`config.mk`:
```
export PLATFORM = sky130hd
export DESIGN_NAME = imem_loader_flat
export DESIGN_NICKNAME = d
export VERILOG_FILES = /design/src/rtl/imem_loader_if.sv /design/src/rtl/imem_loader.sv /design/src/flat_wrapper.sv
export SDC_FILE = /design/constraint.sdc
export NUM_CORES = 1
export LEC_CHECK = 0
export ABC_AREA = 1
export BUFFER_PORTS_ARGS = -buffer_cell sky130_fd_sc_hd__buf_4
export CAP_MARGIN = 0
export CORE_ASPECT_RATIO = 1.5
export CORE_UTILIZATION = 43
export DETAILED_ROUTE_END_ITERATION = 8
export PLACE_DENSITY_LB_ADDON = 0.3
export SLEW_MARGIN = 30
export SYNTH_ARGS = -nofsm -noshare
export SYNTH_HDL_FRONTEND = slang
export SYNTH_SLANG_ARGS = --single-unit
```
`constraint.sdc`:
```
create_clock -name clk -period 5.2 [get_ports clk]
set_clock_uncertainty 0.2 [all_clocks]
set_input_delay 0.78 -clock clk [delete_from_list [all_inputs] [get_ports clk]]
set_output_delay 0.78 -clock clk [all_outputs]
set_load 0.005 [all_outputs]
```
`src/rtl/imem_loader_if.sv`:
```
// Byte-stream input and instruction-memory write port of the imem loader.
// The master side drives the stream, and the slave side is the loader.
interface imem_loader_if #(
    parameter int ADDR_WIDTH = 12,
    parameter int DATA_WIDTH = 32
);
    logic                  start;
    logic [7:0]            rx_data;
    logic                  rx_valid;
    logic                  rx_ready;
    logic                  WE;
    logic [ADDR_WIDTH-1:0] WA;
    logic [DATA_WIDTH-1:0] WD;
    logic                  Busy;
    logic                  Done;
    logic                  Error;
    logic                  trigger;

    modport master (
        output start, rx_data, rx_valid,
        input  rx_ready, WE, WA, WD, Busy, Done, Error, trigger
    );

    modport slave (
        input  start, rx_data, rx_valid,
        output rx_ready, WE, WA, WD, Busy, Done, Error, trigger
    );
endinterface

```
`src/rtl/imem_loader.sv`:
```
// Assembles a length-prefixed byte stream into 32-bit words, writes them to instruction memory,
// and then raises the CPU fetch enable (trigger).
//
// state   | meaning
// IDLE    | after reset, waiting for start
// HDR     | collecting the 16-bit little-endian word count
// LOAD    | assembling words; WE pulses one cycle after each 4th byte
// FLUSH   | write cycle of the final word; stream is closed
// DONE    | program loaded, trigger held high until the next start
// ERR     | header count exceeded capacity, nothing written
module imem_loader #(
    parameter int DATA_WIDTH = 32,
    parameter int ADDR_WIDTH = 12,
    parameter int MEM_WORDS  = (1 << ADDR_WIDTH) / 4
) (
    input  logic          clk,
    input  logic          rst_n,
    imem_loader_if.slave  bus
);
    localparam int WIDX = $clog2(MEM_WORDS);

    typedef enum logic [2:0] {
        S_IDLE,
        S_HDR,
        S_LOAD,
        S_FLUSH,
        S_DONE,
        S_ERR
    } state_t;

    state_t                state_q;
    logic [1:0]            byte_idx_q;
    logic [WIDX-1:0]       word_idx_q;
    logic [WIDX-1:0]       last_idx_q;
    logic [7:0]            hdr_lo_q;
    logic [23:0]           asm_q;
    logic                  rx_ready_q;
    logic                  we_q;
    logic [ADDR_WIDTH-1:0] wa_q;
    logic [DATA_WIDTH-1:0] wd_q;
    logic                  busy_q;
    logic                  done_q;
    logic                  error_q;
    logic                  trigger_q;

    logic                  accept;
    logic [15:0]           hdr_count;

    assign accept    = bus.rx_valid && rx_ready_q;
    assign hdr_count = {bus.rx_data, hdr_lo_q};

    always_ff @(posedge clk or negedge rst_n) begin
        if (!rst_n) begin
            state_q    <= S_IDLE;
            byte_idx_q <= '0;
            word_idx_q <= '0;
            last_idx_q <= '0;
            hdr_lo_q   <= '0;
            asm_q      <= '0;
            rx_ready_q <= 1'b0;
            we_q       <= 1'b0;
            wa_q       <= '0;
            wd_q       <= '0;
            busy_q     <= 1'b0;
            done_q     <= 1'b0;
            error_q    <= 1'b0;
            trigger_q  <= 1'b0;
        end else begin
            we_q <= 1'b0;
            case (state_q)
                S_IDLE, S_DONE, S_ERR: begin
                    if (bus.start) begin
                        state_q    <= S_HDR;
                        rx_ready_q <= 1'b1;
                        busy_q     <= 1'b1;
                        done_q     <= 1'b0;
                        error_q    <= 1'b0;
                        trigger_q  <= 1'b0;
                        byte_idx_q <= '0;
                        word_idx_q <= '0;
                    end
                end

                S_HDR: begin
                    if (accept) begin
                        if (byte_idx_q == 2'd0) begin
                            hdr_lo_q   <= bus.rx_data;
                            byte_idx_q <= 2'd1;
                        end else begin
                            byte_idx_q <= '0;
                            // count <= MEM_WORDS here, so the low bits minus one give count-1
                            last_idx_q <= WIDX'(hdr_count[WIDX-1:0] - WIDX'(1));
                            if (hdr_count == 16'd0) begin
                                state_q    <= S_DONE;
                                rx_ready_q <= 1'b0;
                                busy_q     <= 1'b0;
                                done_q     <= 1'b1;
                                trigger_q  <= 1'b1;
                            end else if (hdr_count > 16'(MEM_WORDS)) begin
                                state_q    <= S_ERR;
                                rx_ready_q <= 1'b0;
                                busy_q     <= 1'b0;
                                error_q    <= 1'b1;
                            end else begin
                                state_q <= S_LOAD;
                            end
                        end
                    end
                end

                S_LOAD: begin
                    if (accept) begin
                        byte_idx_q <= byte_idx_q + 2'd1;
                        case (byte_idx_q)
                            2'd0:    asm_q[7:0]   <= bus.rx_data;
                            2'd1:    asm_q[15:8]  <= bus.rx_data;
                            2'd2:    asm_q[23:16] <= bus.rx_data;
                            default: begin
                                we_q       <= 1'b1;
                                wa_q       <= ADDR_WIDTH'({word_idx_q, 2'b00});
                                wd_q       <= DATA_WIDTH'({bus.rx_data, asm_q});
                                word_idx_q <= word_idx_q + WIDX'(1);
                                if (word_idx_q == last_idx_q) begin
                                    state_q    <= S_FLUSH;
                                    rx_ready_q <= 1'b0;
                                end
                            end
                        endcase
                    end
                end

                S_FLUSH: begin
                    state_q   <= S_DONE;
                    busy_q    <= 1'b0;
                    done_q    <= 1'b1;
                    trigger_q <= 1'b1;
                end

                default: begin
                    state_q    <= S_IDLE;
                    rx_ready_q <= 1'b0;
                    busy_q     <= 1'b0;
                end
            endcase
        end
    end

    assign bus.rx_ready = rx_ready_q;
    assign bus.WE       = we_q;
    assign bus.WA       = wa_q;
    assign bus.WD       = wd_q;
    assign bus.Busy     = busy_q;
    assign bus.Done     = done_q;
    assign bus.Error    = error_q;
    assign bus.trigger  = trigger_q;
endmodule

```
`src/flat_wrapper.sv`:
```
// flat-port wrapper written by rule: the top's interface ports become plain ports
module imem_loader_flat 
#(
    parameter int DATA_WIDTH = 32,
    parameter int ADDR_WIDTH = 12,
    parameter int MEM_WORDS  = (1 << ADDR_WIDTH) / 4
)
  (clk, rst_n, bus_start, bus_rx_data, bus_rx_valid, bus_rx_ready, bus_WE, bus_WA, bus_WD, bus_Busy, bus_Done, bus_Error, bus_trigger);
  imem_loader_if #(.ADDR_WIDTH(ADDR_WIDTH), .DATA_WIDTH(DATA_WIDTH)) bus_i ();
  input  logic clk;
  input  logic rst_n;
  input wire logic [$bits(bus_i.start)-1:0] bus_start;
  input wire logic [$bits(bus_i.rx_data)-1:0] bus_rx_data;
  input wire logic [$bits(bus_i.rx_valid)-1:0] bus_rx_valid;
  output wire logic [$bits(bus_i.rx_ready)-1:0] bus_rx_ready;
  output wire logic [$bits(bus_i.WE)-1:0] bus_WE;
  output wire logic [$bits(bus_i.WA)-1:0] bus_WA;
  output wire logic [$bits(bus_i.WD)-1:0] bus_WD;
  output wire logic [$bits(bus_i.Busy)-1:0] bus_Busy;
  output wire logic [$bits(bus_i.Done)-1:0] bus_Done;
  output wire logic [$bits(bus_i.Error)-1:0] bus_Error;
  output wire logic [$bits(bus_i.trigger)-1:0] bus_trigger;
  assign bus_i.start = bus_start;
  assign bus_i.rx_data = bus_rx_data;
  assign bus_i.rx_valid = bus_rx_valid;
  assign bus_rx_ready = bus_i.rx_ready;
  assign bus_WE = bus_i.WE;
  assign bus_WA = bus_i.WA;
  assign bus_WD = bus_i.WD;
  assign bus_Busy = bus_i.Busy;
  assign bus_Done = bus_i.Done;
  assign bus_Error = bus_i.Error;
  assign bus_trigger = bus_i.trigger;
  imem_loader #(.DATA_WIDTH(DATA_WIDTH), .ADDR_WIDTH(ADDR_WIDTH), .MEM_WORDS(MEM_WORDS)) u_core (.clk(clk), .rst_n(rst_n), .bus(bus_i));
endmodule
```
==> results of run 1 <==
-- worst paths after layout --
check	start	endpoint	slack [ps]	depth (start not counted)
max	bus_rx_valid	u_core.bus.WD[31]	2530	8
min	rst_n	u_core.bus.WA[10]	250	1
max reg2reg	u_core.state_q[1]	u_core.bus.WD[31]	2580	7
min reg2reg	u_core.bus.WD[12]	u_core.bus.WD[12]	270	2
max in group asynchronous	rst_n	u_core.bus.WD[8]	3420	2
min in group clk	u_core.bus.WD[12]	u_core.bus.WD[12]	270	2
-- per-stage QoR --
stage                     hold WS (ps)  instance area [um^2]  util [%]
after floorplan                    249                  4660         -
after global routing               295                  5510      52.3
final                              255                  5510      52.3
after global placement             258                  5170      49.1
after detailed placement           260                  5170      49.1
after CTS                          278                  5510      52.3
-- kinds of logic after synthesis --
| group | count (synthesis) | share of synthesized area [%] |
|---|---|---|
| other cells | 1 | 0.0805 |
| flops | 104 | 55.9 |
| xor+xnor | 13 | 2.44 |
| compound gates | 85 | 9.45 |
| simple gates | 272 | 24.4 |
| buf+inv | 63 | 6.10 |
| fa+ha+maj | 6 | 1.61 |
-- layer usage --
layer	up-vias	part of all wire, %	GRT usage, %
li1	1824	-	-
met1	1739	41	23.1
met2	65	53	36.0
met3	22	2.7	2.74
met4	0	3.0	9.12
met5	-	0	0
-- Yosys cell counts --
master,number,area [um^2]
inv_2,6,22.5
nor3_4,1,16.3
a31oi_1,1,6.26
nand3_4,2,35.0
nand2_1,205,769
clkbuf_1,6,22.5
conb_1,1,3.75
buf_2,5,25.0
o31ai_1,1,7.51
dfrtp_1,104,2600
inv_1,38,143
xor2_1,6,52.6
a21oi_4,1,16.3
nand3_1,21,105
buf_4,5,37.5
nand2_2,2,12.5
a21oi_1,9,45.0
or2_2,1,6.26
ha_1,6,75.1
nor3_1,7,35.0
o21ai_1,16,80.1
nor2_1,25,93.8
xnor2_1,7,61.3
nor2_4,3,33.8
buf_6,3,33.8
nand4_1,5,31.3
o21ai_0,57,285
-- critical path: cells and delay by family --
family | cells | cell delay, ps
compound gates | 1 | 100
simple gates | 4 | 1080
buf+inv | 3 | 690
-- registers in the layout (all words and copies together) (netlist names) --
signal / count
u_core.bus.WD: 32
u_core.asm_q: 24
u_core.bus.WA: 10
u_core.last_idx_q: 10
u_core.word_idx_q: 10
u_core.hdr_lo_q: 8
u_core.state_q: 3
u_core.byte_idx_q: 2
u_core.bus.Busy: 1
u_core.bus.Error: 1
u_core.bus.WE: 1
u_core.bus.rx_ready: 1
u_core.bus.trigger: 1
-- layout make-up --
| cell class | count | area, um^2 | share of cell area (%) |
|---|---|---|---|
| sequential | 104 | 2600 | 47.2 |
| multi-input combinational | 378 | 1780 | 32.2 |
| timing repair buffer | 60 | 450 | 8.18 |
| clock buffer | 9 | 225 | 4.09 |
| tap | 144 | 180 | 3.27 |
| inverter | 44 | 165 | 3.00 |
| clock inverter | 7 | 110 | 2.00 |
-- power by group through the flow --
| stage | registers [W] | logic, W | clock network, W |
|---|---|---|---|
| finish | 0.000981 | 0.000537 | 0.000748 |
| global route | 0.000995 | 0.000620 | 0.000789 |
| CTS | 0.000979 | 0.000542 | 0.000761 |
| detailed placement | 0.000991 | 0.000539 | 0 |
| global placement | 0.000992 | 0.000519 | 0 |
| floorplan | 0.000974 | 0.000396 | 0 |
==> summary.md, run 1 <==
| Metric | Value |
|---|---|
| Type of the tightest min-delay check | in -> async |
| Bufs on Longest Clock Path | 2 |
| WP data required | 5210 ps |
| Max_cap viols | 0 |
| Post-synthesis cell type count | 27 |
| Number of hold violations in the final report | 0 |
| Share of total power in sequential cells | 43.3% |
| Status | finished, final reports clean |
| Horizontal die dimension | 87.0 um |
| Power spent charging and discharging nets | 0.000741 W |
| Count of H-tree levels built during CTS | 3 |
| Hold buffer count at CTS | 0 |
| Max-slew headroom at the worst pin | 41.5% |
| Number of instances resized during post-cts repair | 0 |
| Total number of vias | 3650 |
| Count of antenna diodes in the layout | 0 |
| Final wirelength | 10.1 mm |
| Final setup violation count | 0 |
| Setup slack after layout | 2530 ps |
| Clock transition time at the flip-flop clock pins of the worst setup and hold paths | 80 ps |
| Final period util | 51.4% |
| CTS tree | yes |
| Maximum single-stage delay on the critical path | 520 ps |
| Total power per unit cell area | 411 nW/um^2 |
| Number of detailed-routing iterations run before antenna repair | 4 |
| Clock latency of the later-clocked register in the worst-skew pair | 350 ps |
| IO Port Bufs | 59 |
| Mean instance size in the synthesized netlist | 8.56 um^2 |
| Internal power component | 0.00152 W |
| Chip height | 129 um |
| Number of antenna violations at the first check in global routing | 0 |
| Highest-delay cell along the critical path | inv_2 |
| Layout Cells excl Fill | 746 |
| Pin slew with the least headroom to its limit | 878 ps |
| Shortest period the worst path allows | 2670 ps |
| Most frequent standard cell in the layout excluding fill and tap cells | nand2_1 |
| Maximum frequency from static timing analysis | 374 MHz |
| Sequential area share after synthesis | 55.9% |
| Critical path class | in -> reg |
| Combinational share of power | 23.7% |
| Gp weighted congestion | 0.824 |
| Number of inserted filler cells in the final layout | 982 |
| Row Count | 46 |
| Synthesis-stage register bit count | 104 |
| Number of cells after detailed placement | 730 |
| Post-Synthesis Cells | 544 |
| Post-route DRC violation count | 0 |
| Overall Global Routing Usage | 19.9% |
| Core area | 10500 um^2 |
| Final Max Slew Viols | 0 |
| Global-route wire length before repair | 17.2 mm |
| Cell chain of the critical path | buf_4 -> nand2_1 -> nor2_4 -> inv_2 -> nor2_4 -> inv_2 -> nand2_1 -> o21ai_0 |
| Synthesis warning total | 0 |
| Initial drt markers | 197 |
| Die Outline Area | 11300 um^2 |
| Worst Setup Start Kind | input pin |
| Number of clock sinks | 104 |
| Most frequent cells in the layout | nand2_1, dfrtp_1, buf_4 |
| Switching Share | 32.7% |
| Synth-to-Final Area Change | 18.3% |
| Routed length per instance | 13.6 um |
| Final setup TNS | 0 ps |
| Post-Place Setup Slack | 2150 ps |
| Post-layout total power | 0.00227 W |
| Leakage power | 2.79 nW |
| Via/cell ratio | 4.89 |
| Clock root buffer master | clkbuf_16 |
| Layout cell share with drive strength beyond 1 | 15.3% |
| Remaining global-route overflow | 0 |
| Kind of end point of the critical path | register |
| Maximum vdd drop | 0.210 mV |
| Number of setup buffers added after CTS | 0 |
| Largest net degree at the start of global routing | 60 |
| Initial standard-cell utilization of the core | 44.2% |
| Final HPWL from detailed placement | 7.39 mm |
| Net count, final | 615 |
| Number of buffers added by the clock tree synthesis step | 9 |
| Post-synthesis instance area | 4660 um^2 |
| Signal arrival time at the worst endpoint | 2680 ps |
| Via count of the first global-routing pass | 3578 |
| Count of pins on the block boundary | 62 |
| Clock power frac | 33.0% |
| Post-DRT Antenna Nets | 0 |
| Setup repair after global routing missed its margin | false |
| Critical-path maximum fanout | 59 |
Note: power is estimated with default switching activity, not from simulation.
==> run 2, diff against run 1 <==
Clock period 5.2 ns to 2.7 ns, I/O delays scaled along.
==> run 2 against run 1 <==
Compared with the run above:
- sequential cell count did not move
- critical path type is now reg -> reg
- wire length rose by 2.4%
- via count rose by 0.66%
- first-iteration DRC count fell by 19%
==> summary.md, run 2 (synthesis results as in run 1) <==
| Metric | Value |
|---|---|
| Status | finished, final reports clean |
| Remaining global-route overflow | 0 (unchanged) |
| Gp weighted congestion | 0.841 (+2.1%) |
| Via/cell ratio | 4.90 (+0.12%) |
| Signal arrival time at the worst endpoint | 2030 ps (-650 ps) |
| Most frequent cells in the layout | nand2_1, dfrtp_1, buf_4 |
| Clock latency of the later-clocked register in the worst-skew pair | 340 ps (about the same) |
| Most prevalent standard cell on the critical path | nand2_1 |
| WP data required | 2730 ps (-2480 ps) |
| Net count, final | 619 (+0.65%) |
| Kind of end point of the critical path | register |
| Critical path class | reg -> reg |
| IO Port Bufs | 59 (unchanged) |
| Die Outline Area | 11300 um^2 (unchanged) |
| Max-slew headroom at the worst pin | 64.2% (+23 points) |
| Initial drt markers | 160 (-19%) |
| CTS tree | yes |
| Chip height | 129 um (unchanged) |
| Routed length per instance | 13.8 um (+1.8%) |
| Overall Global Routing Usage | 20.4% (+0.45 points) |
| Count of H-tree levels built during CTS | 3 (unchanged) |
| Synth-to-Final Area Change | 19.7% |
| Maximum vdd drop | 0.345 mV (+65%) |
| Critical-path maximum fanout | 5 (-92%) |
| Final HPWL from detailed placement | 7.64 mm (+3.3%) |
| Clock transition time at the flip-flop clock pins of the worst setup and hold paths | 70 ps (about the same) |
| Worst Setup Start Kind | register |
| Layout cell share with drive strength beyond 1 | 15.5% (+0.23 points) |
| Count of pins on the block boundary | 62 (unchanged) |
| Final period util | 73.9% |
| Initial standard-cell utilization of the core | 44.2% (unchanged) |
| Leakage power | 2.83 nW (+1.4%) |
| Setup repair after global routing missed its margin | false |
| Total number of vias | 3674 (+0.66%) |
| Horizontal die dimension | 87.0 um (unchanged) |
| Largest net degree at the start of global routing | 52 (-13%) |
| Final setup violation count | 0 (unchanged) |
| Core area | 10500 um^2 (unchanged) |
| Number of buffers added by the clock tree synthesis step | 9 (unchanged) |
| Number of detailed-routing iterations run before antenna repair | 4 (unchanged) |
| Row Count | 46 (unchanged) |
| Most frequent standard cell in the layout excluding fill and tap cells | nand2_1 |
| Final setup TNS | 0 ps (unchanged) |
| Clock root buffer master | clkbuf_16 |
| Number of instances resized during post-cts repair | 0 (unchanged) |
| Number of hold violations in the final report | 0 (unchanged) |
| Global-route wire length before repair | 17.5 mm (+1.4%) |
| Total power per unit cell area | 791 nW/um^2 (+92%) |
| Post-DRT Antenna Nets | 0 (unchanged) |
| Number of clock sinks | 104 (unchanged) |
| Max_cap viols | 0 (unchanged) |
| Number of antenna violations at the first check in global routing | 0 (unchanged) |
| Final wirelength | 10.4 mm (+2.4%) |
| Pin slew with the least headroom to its limit | 536 ps (-342 ps) |
| Final Max Slew Viols | 0 (unchanged) |
| Highest-delay cell along the critical path | dfrtp_1 |
| Shortest period the worst path allows | 2000 ps |
| Via count of the first global-routing pass | 3666 (+2.5%) |
| Reg2Reg Setup Slack | 700 ps (-1880 ps) |
| Cell chain of the critical path | inv_1 -> ha_1 -> nand2_1 -> nor2_1 -> a21oi_1 -> nand2_1 -> nand2_1 -> o21ai_0 -> nand2_1 |
| Number of setup buffers added after CTS | 0 (unchanged) |
| Bufs on Longest Clock Path | 2 (unchanged) |
| Count of antenna diodes in the layout | 0 (unchanged) |
| Post-route DRC violation count | 0 (unchanged) |
| Type of the tightest min-delay check | in -> reg |
| Maximum single-stage delay on the critical path | 420 ps (-100 ps) |
| Post-layout util | 53.0% (+0.65 points) |
| Number of flip-flops in the largest register | 32 (unchanged) |
| Maximum frequency from static timing analysis | 501 MHz |
## run 2: metrics by stage
stage / cell area (um^2) / setup WS, ps / std cells / power, W / hold slack (ps)
floorplan: 4660 / 995 / 545 / 0.00264 / -90.6
global placement: 5220 / 701 / 733 / 0.00293 / 169
detailed placement: 5220 / 658 / 733 / 0.00295 / 180
CTS: 5580 / 665 / 750 / 0.00445 / 180
global route: 5580 / 538 / 750 / 0.00468 / 213
finish: 5580 / 704 / 750 / 0.00441 / 193
## run 2: final timing paths
check | start | cells past startpoint | end
max | u_core.hdr_lo_q[0] | 9 | u_core.bus.Busy
min | bus_rx_data[1] | 3 | u_core.last_idx_q[9]
min reg2reg | u_core.bus.WD[8] | 2 | u_core.bus.WD[8]
max reg2reg | u_core.hdr_lo_q[0] | 9 | u_core.bus.Busy
max in group asynchronous | rst_n | 3 | u_core.hdr_lo_q[3]
min in group asynchronous | rst_n | 2 | u_core.bus.WA[9]
## run 2: what timing repair did
action	in CTS	in global routing
hold endpoints to repair	30	0
endpoints found under the setup margin	0	0
hold buffers	1	0
## run 2: cell type report
| type | instances | area, um^2 |
|---|---|---|
| clock buffer | 11 | 243 |
| clock inverter | 5 | 104 |
| fill | 1001 | 4950 |
| inverter | 44 | 165 |
| multi-input combinational | 378 | 1780 |
| sequential | 104 | 2600 |
| tap | 144 | 180 |
| timing repair buffer | 64 | 508 |
## run 2: where the power goes
| group | internal, W | switching, W |
|---|---|---|
| combinational | 0.000374 | 0.000666 |
| clock | 0.000932 | 0.000551 |
| sequential | 0.00174 | 0.000154 |
| total | 0.00304 | 0.00137 |
## run 2: routing by layer
metal	share of wire, %	global-route usage [%]
met1	41	23.8
met2	54	36.4
met3	2.3	3.31
met4	2.5	9.02
met5	0	0
## run 2: critical path, delay by kind of cell, from the launching register on
family	cells	cell delay, ps
compound gates	2	330
fa+ha+maj	1	240
buf+inv	1	90
flops	1	420
simple gates	5	610
==> run 3, diff against run 2 <==
Clock period 2.7 ns to 1.78 ns, I/O delays scaled along.
==> run 3 against run 2 <==
Compared with the run above:
- the run now ends with setup timing left
- non-clock buffer count up 27
- die area unchanged
- combinational power up 91%
- clock power up 26%
- maximum frequency up 12%
- sequential share of layout area down 1.8 points
- global-route usage down 0.20 points
- highest routed layer unchanged
==> summary.md, run 3 (synthesis results as in run 1) <==
| Metric | Value |
|---|---|
| Status | complete, but fails checks |
| Violated checks | setup timing |
| WP data required | 1820 ps (-910 ps) |
| Most frequent standard cell in the layout excluding fill and tap cells | nand2_1 |
| Maximum vdd drop | 0.690 mV (+100%) |
| Post-Place Setup Slack | -114 ps (-772 ps) |
| Row Count | 46 (unchanged) |
| Final Max Slew Viols | 0 (unchanged) |
| Initial drt markers | 224 (+40%) |
| Post-DRT Antenna Nets | 0 (unchanged) |
| Horizontal die dimension | 87.0 um (unchanged) |
| Critical-path maximum fanout | 5 (unchanged) |
| Number of hold violations in the final report | 0 (unchanged) |
| Post-route DRC violation count | 0 (unchanged) |
| Number of antenna violations at the first check in global routing | 0 (unchanged) |
| Clock transition time at the flip-flop clock pins of the worst setup and hold paths | 70 ps (about the same) |
| Register Area | 2600 um^2 (about the same) |
| Maximum frequency from static timing analysis | 561 MHz (+12%) |
| Kind of end point of the critical path | register |
| Type of the tightest min-delay check | in -> reg |
| Clock root buffer master | clkbuf_16 |
| Via/cell ratio | 4.89 (-0.16%) |
| Final period util | 100% (+26 points) |
| Overall Global Routing Usage | 20.2% (-0.20 points) |
| Critical path class | reg -> reg |
| Highest-delay cell along the critical path | dfrtp_1 |
| Total number of vias | 3800 (+3.4%) |
| Chip height | 129 um (unchanged) |
| Number of detailed-routing iterations run before antenna repair | 4 (unchanged) |
| Routed length per instance | 13.9 um (+0.40%) |
| Cell chain of the critical path | inv_2 -> nor2_2 -> nor2_2 -> nand2_2 -> nand2_1 -> inv_2 -> nand2_4 -> a21oi_4 -> nand2_2 -> nand2_1 -> nand2_1 |
| Number of clock sinks | 104 (unchanged) |
| Die Outline Area | 11300 um^2 (unchanged) |
| Minimum hold slack | 65.4 ps (-128 ps) |
| Layout cell share with drive strength beyond 1 | 21.6% (+6.1 points) |
| Bufs on Longest Clock Path | 2 (unchanged) |
| Core area | 10500 um^2 (unchanged) |
| Net count, final | 646 (+4.4%) |
| Synth-to-Final Area Change | 24.7% |
| Pin slew with the least headroom to its limit | 502 ps (-34.7 ps) |
| Worst Setup Start Kind | register |
| Final setup violation count | 2 (+2) |
| Most prevalent standard cell on the critical path | nand2_1 |
| Max_cap viols | 0 (unchanged) |
| Global-route wire length before repair | 17.4 mm (-0.47%) |
| Final HPWL from detailed placement | 8.03 mm (+5.1%) |
| Signal arrival time at the worst endpoint | 1820 ps (-210 ps) |
| Shortest period the worst path allows | 1780 ps (-213 ps) |
| Final cell area excluding filler cells | 5810 um^2 (+4.1%) |
| Number of buffers added by the clock tree synthesis step | 9 (unchanged) |
| Count of antenna diodes in the layout | 0 (unchanged) |
| Setup repair after global routing missed its margin | true |
| Clock latency of the later-clocked register in the worst-skew pair | 340 ps (about the same) |
| Largest net degree at the start of global routing | 37 (-29%) |
| Setup slack after layout | -3.86 ps (-707 ps) |
| Number of flip-flops in the largest register | 32 (unchanged) |
| Maximum single-stage delay on the critical path | 410 ps (about the same) |
| Most frequent cells in the layout | nand2_1, dfrtp_1, buf_4 |
| Count of pins on the block boundary | 62 (unchanged) |
| Max-slew headroom at the worst pin | 66.6% (+2.4 points) |
| Dpl cell area | 5410 um^2 (+3.6%) |
| Remaining global-route overflow | 0 (unchanged) |
| Total power per unit cell area | 1150 nW/um^2 (+46%) |
| Number of inserted filler cells in the final layout | 983 (-1.8%) |
| CTS tree | yes |
| Initial standard-cell utilization of the core | 44.2% (unchanged) |
| Count of H-tree levels built during CTS | 3 (unchanged) |
| Via count of the first global-routing pass | 3604 (-1.7%) |
| Area taken by multi-input logic gates | 1820 um^2 (+2.7%) |
| IO Port Bufs | 59 (unchanged) |
| Gp weighted congestion | 0.902 (+7.3%) |
| Final wirelength | 10.8 mm (+4.0%) |
| Leakage power | 2.95 nW (+4.3%) |
==> run 3: changes by cell type in the layout (fill, tap and decap cells not counted), sizes merged <==
cell	delta
clkbuf	-1
bufinv	-3
clkinv	+1
buf	+27
inv	+2
clkinvlp	+1
==> run 3: metrics by stage <==
stage                     TNS (ps)  power [W]  instances  utilization [%]
after global routing         -1990    0.00710        777             55.1
after CTS                        0    0.00660        771             54.3
final                        -3.91    0.00670        777             55.1
after floorplan                  0    0.00400        545                -
after detailed placement      -557    0.00468        753             51.4
after global placement        -190    0.00463        753             51.4
==> run 3: final cells by class <==
class | count | area share (%)
repair buffers | 91 | 12.9
inverters | 44 | 2.84
flip-flops and latches | 104 | 44.8
clock buffers | 10 | 4.12
clock inverters | 6 | 0.733
well taps | 144 | 3.10
multi-input cells | 378 | 31.4
==> run 3: critical path: cells and delay by family (launching register included) <==
family | cells | cell delay, ps
AOI/OAI and AO/OA | 1 | 150
buffers and inverters | 2 | 170
DFF | 1 | 410
and+or+nand+nor | 8 | 740
==> run 3: repair_timing <==
action | 4_1_cts | 5_1_grt
endpoints found under the setup margin | 10 | 76
setup buffers | 1 | 6
resized for setup | 5 | 16
hold buffers | 1 | 0
hold endpoints to repair | 30 | 0
pin swaps | 1 | 4
==> run 3: power breakdown <==
part	total [W]	internal, W	switching, W	leakage (nW)
Clock	0.00186	0.000994	0.000865	0.141
Combinational	0.00199	0.000782	0.00120	1.40
Sequential	0.00286	0.00263	0.000225	1.41
==> run 3: metal layers <==
metal | GRT usage (%) | share of wire [%] | wire (um)
met2 | 37.5 | 55 | 5950
met1 | 22.6 | 40 | 4310
met5 | 0 | 0 | 0
met3 | 3.31 | 2.9 | 312
met4 | 7.94 | 1.9 | 207
==> run 3: worst paths after layout <==
check / from / cells past startpoint / end / slack [ps]
max: u_core.state_q[0] / 11 / u_core.state_q[0] / -4
max in group asynchronous: rst_n / 3 / u_core.state_q[1] / 610
max reg2reg: u_core.state_q[0] / 11 / u_core.state_q[0] / -4
min reg2reg: u_core.bus.WD[21] / 2 / u_core.bus.WD[21] / 270
min in group asynchronous: rst_n / 2 / u_core.bus.WA[7] / 230
min: bus_rx_data[1] / 3 / u_core.last_idx_q[9] / 70
